[src/rtl/alu_pkg.sv]
// Shared definitions for the ALU and the two-port ALU arbiter: widths, opcode
// encodings, the request bundle and the output-buffer state encoding.
package alu_pkg;

    localparam int XLEN = 32;

    localparam logic [2:0] FUNCT3_ADD  = 3'd0;
    localparam logic [2:0] FUNCT3_SLL  = 3'd1;
    localparam logic [2:0] FUNCT3_SLT  = 3'd2;
    localparam logic [2:0] FUNCT3_SLTU = 3'd3;
    localparam logic [2:0] FUNCT3_XOR  = 3'd4;
    localparam logic [2:0] FUNCT3_SR   = 3'd5;
    localparam logic [2:0] FUNCT3_OR   = 3'd6;
    localparam logic [2:0] FUNCT3_AND  = 3'd7;

    localparam logic [6:0] FUNCT7_ALT  = 7'h20;

    typedef struct packed {
        logic [XLEN-1:0] a;
        logic [XLEN-1:0] b;
        logic [2:0]      funct3;
        logic [6:0]      funct7;
    } alu_req_t;

    typedef enum logic {
        BUF_EMPTY = 1'b0,
        BUF_FULL  = 1'b1
    } buf_state_e;

endpackage

[src/rtl/alu_arbiter_alu.sv]
// Purely combinational integer ALU (RV32I register-register ops).
// The clk pin exists only for interface compatibility and is not used.
module ALU
    import alu_pkg::*;
(
    input  logic            clk,
    input  logic [XLEN-1:0] A,
    input  logic [XLEN-1:0] B,
    input  logic [2:0]      funct3,
    input  logic [6:0]      funct7,
    output logic [XLEN-1:0] Result
);

    logic                   alt;
    logic [4:0]             shamt;
    logic signed [XLEN-1:0] sra;
    logic                   unused_ok;

    assign alt       = (funct7 == FUNCT7_ALT);
    assign shamt     = B[4:0];
    // Kept separate so the arithmetic shift is not turned unsigned by the mux.
    assign sra       = $signed(A) >>> shamt;
    assign unused_ok = ^{clk, B[XLEN-1:5]};

    always_comb begin
        Result = '0;
        case (funct3)
            FUNCT3_ADD:  Result = alt ? (A - B) : (A + B);
            FUNCT3_SLL:  Result = A << shamt;
            FUNCT3_SLT:  Result = {{(XLEN-1){1'b0}}, ($signed(A) < $signed(B))};
            FUNCT3_SLTU: Result = {{(XLEN-1){1'b0}}, (A < B)};
            FUNCT3_XOR:  Result = A ^ B;
            FUNCT3_SR:   Result = alt ? $unsigned(sra) : (A >> shamt);
            FUNCT3_OR:   Result = A | B;
            FUNCT3_AND:  Result = A & B;
            default:     Result = '0;
        endcase
    end

endmodule

[src/rtl/alu_arbiter.sv]
// Two-requester front end for a single shared ALU: round-robin (or fixed) grant,
// a single-entry registered result buffer, and result routing to the issuing port.
module alu_arbiter #(
    parameter int XLEN  = 32,
    parameter bit RR_EN = 1'b1
) (
    input  logic            clk,
    input  logic            rst_n,

    input  logic            req0_valid,
    output logic            req0_ready,
    input  logic [XLEN-1:0] req0_a,
    input  logic [XLEN-1:0] req0_b,
    input  logic [2:0]      req0_funct3,
    input  logic [6:0]      req0_funct7,

    input  logic            req1_valid,
    output logic            req1_ready,
    input  logic [XLEN-1:0] req1_a,
    input  logic [XLEN-1:0] req1_b,
    input  logic [2:0]      req1_funct3,
    input  logic [6:0]      req1_funct7,

    output logic            rsp0_valid,
    input  logic            rsp0_ready,
    output logic [XLEN-1:0] rsp0_result,

    output logic            rsp1_valid,
    input  logic            rsp1_ready,
    output logic [XLEN-1:0] rsp1_result
);

    import alu_pkg::*;

    // Handshake: a transfer happens on a rising edge where valid && ready are both
    // high; ready may look at valid, valid must never look at ready.

    buf_state_e      state_q, state_d;
    logic [XLEN-1:0] buf_data_q, buf_data_d;
    logic            buf_owner_q, buf_owner_d;
    logic            last_grant_q, last_grant_d;

    logic            buf_full;
    logic            drain;
    logic            can_accept;
    logic            grant;
    logic            accept;
    alu_req_t        alu_req;
    logic [XLEN-1:0] alu_result;

    assign buf_full   = (state_q == BUF_FULL);
    assign drain      = buf_full && (buf_owner_q ? rsp1_ready : rsp0_ready);
    assign can_accept = !buf_full || drain;

    always_comb begin
        grant = 1'b0;
        if (req0_valid && req1_valid) begin
            grant = RR_EN ? !last_grant_q : 1'b0;
        end else if (req1_valid) begin
            grant = 1'b1;
        end
    end

    assign req0_ready = rst_n && can_accept && req0_valid && !grant;
    assign req1_ready = rst_n && can_accept && req1_valid &&  grant;
    assign accept     = req0_ready || req1_ready;

    always_comb begin
        if (grant) begin
            alu_req = '{a: req1_a, b: req1_b, funct3: req1_funct3, funct7: req1_funct7};
        end else begin
            alu_req = '{a: req0_a, b: req0_b, funct3: req0_funct3, funct7: req0_funct7};
        end
    end

    ALU u_alu (
        .clk    (clk),
        .A      (alu_req.a),
        .B      (alu_req.b),
        .funct3 (alu_req.funct3),
        .funct7 (alu_req.funct7),
        .Result (alu_result)
    );

    always_comb begin
        state_d      = state_q;
        buf_data_d   = buf_data_q;
        buf_owner_d  = buf_owner_q;
        last_grant_d = last_grant_q;
        if (accept) begin
            // Also covers drain+accept: the entry is simply overwritten.
            state_d      = BUF_FULL;
            buf_data_d   = alu_result;
            buf_owner_d  = grant;
            last_grant_d = grant;
        end else if (drain) begin
            state_d = BUF_EMPTY;
        end
    end

    always_ff @(posedge clk) begin
        if (!rst_n) begin
            state_q      <= BUF_EMPTY;
            buf_data_q   <= '0;
            buf_owner_q  <= 1'b0;
            last_grant_q <= 1'b1;
        end else begin
            state_q      <= state_d;
            buf_data_q   <= buf_data_d;
            buf_owner_q  <= buf_owner_d;
            last_grant_q <= last_grant_d;
        end
    end

    assign rsp0_valid  = buf_full && !buf_owner_q;
    assign rsp1_valid  = buf_full &&  buf_owner_q;
    assign rsp0_result = rsp0_valid ? buf_data_q : '0;
    assign rsp1_result = rsp1_valid ? buf_data_q : '0;

endmodule

[config.mk]
export PLATFORM = sky130hd
export DESIGN_NAME = alu_arbiter
export DESIGN_NICKNAME = d
export VERILOG_FILES = /design/src/rtl/alu_pkg.sv /design/src/rtl/alu_arbiter_alu.sv /design/src/rtl/alu_arbiter.sv
export SDC_FILE = /design/constraint.sdc
export NUM_CORES = 1
export LEC_CHECK = 0
export CORE_ASPECT_RATIO = 1.4
export CORE_MARGIN = 1
export CORE_UTILIZATION = 30
export CTS_BUF_LIST = sky130_fd_sc_hd__clkbuf_4 sky130_fd_sc_hd__clkbuf_8 sky130_fd_sc_hd__clkbuf_16
export DETAILED_ROUTE_END_ITERATION = 6
export RECOVER_POWER = 50
export SETUP_SLACK_MARGIN = 0.5
export SYNTH_ARGS = -nofsm -noshare
export SYNTH_HDL_FRONTEND = slang
export SYNTH_HIERARCHICAL = 1
export SYNTH_SLANG_ARGS = --single-unit
[constraint.sdc]
create_clock -name clk -period 13.51 [get_ports clk]
set_clock_uncertainty 0.05 [all_clocks]
set_input_delay 2.702 -clock clk [delete_from_list [all_inputs] [get_ports clk]]
set_output_delay 2.702 -clock clk [all_outputs]
set_load 0.02 [all_outputs]
==> impl_metrics.env <==
export IMPL_status="finished, violations left"
export IMPL_violations="capacitance limit, slew limit"
export IMPL_relSlewSlack_pct=-58.9
export IMPL_place_inst=2292
export IMPL_met1_usage_pct=33.9
export IMPL_required_ns=13.66
export IMPL_utilization_pct=37.2
export IMPL_io_buffer_count=221
export IMPL_grt_pass1_vias=13100
export IMPL_setup_viol=0
export IMPL_use_met2_pct=47.6
export IMPL_synthFlopType="dfxtp_1"
export IMPL_dieArea_um2=38800
export IMPL_crit_start="req0_valid"
export IMPL_gr_total_overflow=0
export IMPL_ys_ff_latch=35
export IMPL_cts_clk_slew_worst_paths_ns=0.08
export IMPL_cp_endpoint="buf_data_q[30]$_SDFFE_PN0P_"
export IMPL_grt_max_degree=70
export IMPL_avgViaCountPerCell=6.03
export IMPL_grt_antenna_before_repair=0
export IMPL_fin_crit_ns=9.44
export IMPL_avgRoutedWirePerCell_um=23.7
export IMPL_drt_total_wl_mm=54.4
export IMPL_fmax_mhz=106
export IMPL_vdd_drop_max_mv=0.0561
export IMPL_finalMaxSlewViolations=49
export IMPL_antenna_cells=0
export IMPL_cts_tree="done"
export IMPL_vias=13900
export IMPL_rows=84
export IMPL_worst_slew_pin_slew_ns=2.38
export IMPL_seq_area_frac_synth_pct=6.15
export IMPL_critPathSlowestCell="clkbuf_1"
export IMPL_layout_drive_gt1_share_pct=7.88
export IMPL_hold_class="flip-flop to flip-flop"
export IMPL_fin_nets=2079
export IMPL_worst_setup_path_start_kind="input pin"
export IMPL_ys_warn_count=6
export IMPL_hold_viol=0
export IMPL_drc=0
export IMPL_grt_pass1_wl_mm=80.8
export IMPL_finalNonFillerCells=2300
export IMPL_fin_tns_setup_ns=0
export IMPL_hpwl_mm=42.4
export IMPL_use_met3_pct=2.36
export IMPL_postCtsSetupBuffers=0
export IMPL_ios=222
export IMPL_power_mw=1.24
export IMPL_syn_instance_count=1707
export IMPL_htree_levels=2
export IMPL_die_w_um=167
export IMPL_crit_family="compound AO/OA/AOI/OAI gates"
export IMPL_path_depth=17
export IMPL_crit_buf_inv=3
export IMPL_p_leak_nw=6.06
export IMPL_worstPathCellList="clkdlybuf4s50_1 -> a21bo_4 -> clkbuf_1 -> nand2_1 -> nand2_1 -> inv_1 -> ha_1 -> fa_1 -> nor2_1 -> o311ai_0 -> a211oi_1 -> nand3_1 -> a2111oi_0 -> nor2_1 -> o311a_1 -> a311o_1 -> a22o_2"
export IMPL_whs_ns=0.447
export IMPL_worst_ep_arrival_time_ns=9.60
export IMPL_busiest_layer="met2"
export IMPL_drt_iter0_drc=1580
export IMPL_clock_latency_ns=0.29
export IMPL_drtPass1Iterations=6
export IMPL_cts_buffers=5
export IMPL_r2r_start="last_grant_q$_SDFFE_PN1P_"
export IMPL_cts_sinks=35
export IMPL_syn_avg_cell_area_um2=6.67
export IMPL_power_density_nw_per_um2=88.7
export IMPL_rsz0062_at_grt="false"
export IMPL_place_congestion=1.02
export IMPL_ant_nets=0
export IMPL_slowest_delay_ns=1.73
export IMPL_synthesis_nets=1960
export IMPL_synth_distinct_cells=81
export IMPL_cap_viol_max_count=1
export IMPL_initial_utilization_pct=30.4
export IMPL_rr_worst_depth=16
export IMPL_r2r_setup_slack_ns=6.70
export IMPL_syn_cell_area_um2=11400
export IMPL_clockRootBuffer="clkbuf_16"
export IMPL_crit_type="input pin to flip-flop"
export IMPL_r2r_end="buf_data_q[30]$_SDFFE_PN0P_"
export IMPL_cp_end_kind="flip-flop"
export IMPL_post_cts_resize_count=0
export IMPL_hold_buffers=0
export IMPL_grt_use_total_pct=27.2
export IMPL_post_route_period_util_pct=69.9
export IMPL_syn_to_final_growth_pct=22.5
export IMPL_coreArea_um2=37500
export IMPL_crit_fanout=48
export IMPL_die_h_um=233
export IMPL_synth_edff_count=0
export IMPL_ys_async_sr_fraction_pct=0
export IMPL_clockBufferDepth=2
==> metal layers <==
layer / part of all wire [%] / vias to the layer above
met5: 0 / -
met4: 4.8 / 0
met2: 48 / 752
met3: 7.1 / 141
met1: 40 / 6592
li1: - / 6389
==> area by class of cell <==
cell class,instances,area [um^2]
Clock buffer,6,133
Inverter,117,439
Sequential cell,35,701
Timing Repair Buffer,244,2380
Clock inverter,2,12.5
Multi-Input combinational cell,1423,9700
Fill cell,3965,23600
Tap cell,473,592
==> report_power, final <==
group,internal (mW),switching [mW]
Sequential,0.118,0.0205
Combinational,0.353,0.623
Clock,0.0704,0.0532
Total,0.541,0.696
==> state kept, by name (all words and copies together) (netlist names) <==
register / count
buf_owner_q: 1
buf_full: 1
buf_data_q: 32
last_grant_q: 1
==> worst min-delay path by stage <==
stage                                startpoint                     endpoint  cells after the start
finish              buf_data_q[13]$_SDFFE_PN0P_  buf_data_q[13]$_SDFFE_PN0P_                      1
floorplan           buf_data_q[16]$_SDFFE_PN0P_  buf_data_q[16]$_SDFFE_PN0P_                      1
global route        buf_data_q[13]$_SDFFE_PN0P_  buf_data_q[13]$_SDFFE_PN0P_                      1
detailed placement  buf_data_q[20]$_SDFFE_PN0P_  buf_data_q[20]$_SDFFE_PN0P_                      1
global placement    buf_data_q[16]$_SDFFE_PN0P_  buf_data_q[16]$_SDFFE_PN0P_                      1
CTS                 buf_data_q[13]$_SDFFE_PN0P_  buf_data_q[13]$_SDFFE_PN0P_                      1
==> placed cells by master, fill, tap and decap left out, drive strengths merged, types with 10 or more instances in the layout <==
master,n
a22o,37
a22oi,14
and3,38
o22ai,11
a31oi,11
mux4,49
o31ai,17
nand4,10
o21bai,10
dfxtp,35
nor4,13
inv,110
nand2,313
clkdlybuf4s50,177
or3,11
a211oi,25
nor3,33
nand3,23
and2,37
mux2i,65
nor2,171
xnor2,17
o21ai,126
nand2b,10
ha,97
dlygate4sd3,44
o211ai,21
o221ai,10
buf,21
a21oi,124
==> synth_stat cells (18+ instances only) <==
| cell | number | share of area (%) |
|---|---|---|
| a211oi_1 | 24 | 1.6 |
| a21oi_1 | 123 | 5.4 |
| a22o_2 | 31 | 2.7 |
| and2_1 | 37 | 2.0 |
| and3_1 | 34 | 1.9 |
| buf_1 | 18 | 0.59 |
| buf_2 | 26 | 1.1 |
| clkbuf_1 | 79 | 2.6 |
| dfxtp_1 | 35 | 6.2 |
| ha_1 | 97 | 11 |
| inv_1 | 111 | 3.7 |
| mux2i_1 | 64 | 5.6 |
| mux4_2 | 49 | 9.7 |
| nand2_1 | 312 | 10 |
| nand3_1 | 23 | 1.0 |
| nor2_1 | 171 | 5.6 |
| nor3_1 | 33 | 1.4 |
| o211ai_1 | 21 | 1.4 |
| o21ai_0 | 125 | 5.5 |
==> kinds of logic after synthesis <==
logic type / count (synthesis) / share of synthesized area (%)
muxes: 120 / 16.1
buffers and inverters: 249 / 9.00
and+or+nand+nor: 686 / 26.7
AOI/OAI and AO/OA: 499 / 29.5
adders and majority gates: 99 / 11.0
DFF: 35 / 6.15
xor gates and xnor gates: 19 / 1.46
==> per-stage QoR <==
step / instance area (um^2) / setup WS [ns]
floorplan: 11400 / 6.66
global placement: 13800 / 4.79
detailed placement: 13800 / 4.65
CTS: 14000 / 4.92
global route: 13900 / 3.40
finish: 13900 / 4.07
Power figures use the tool's default switching activity.
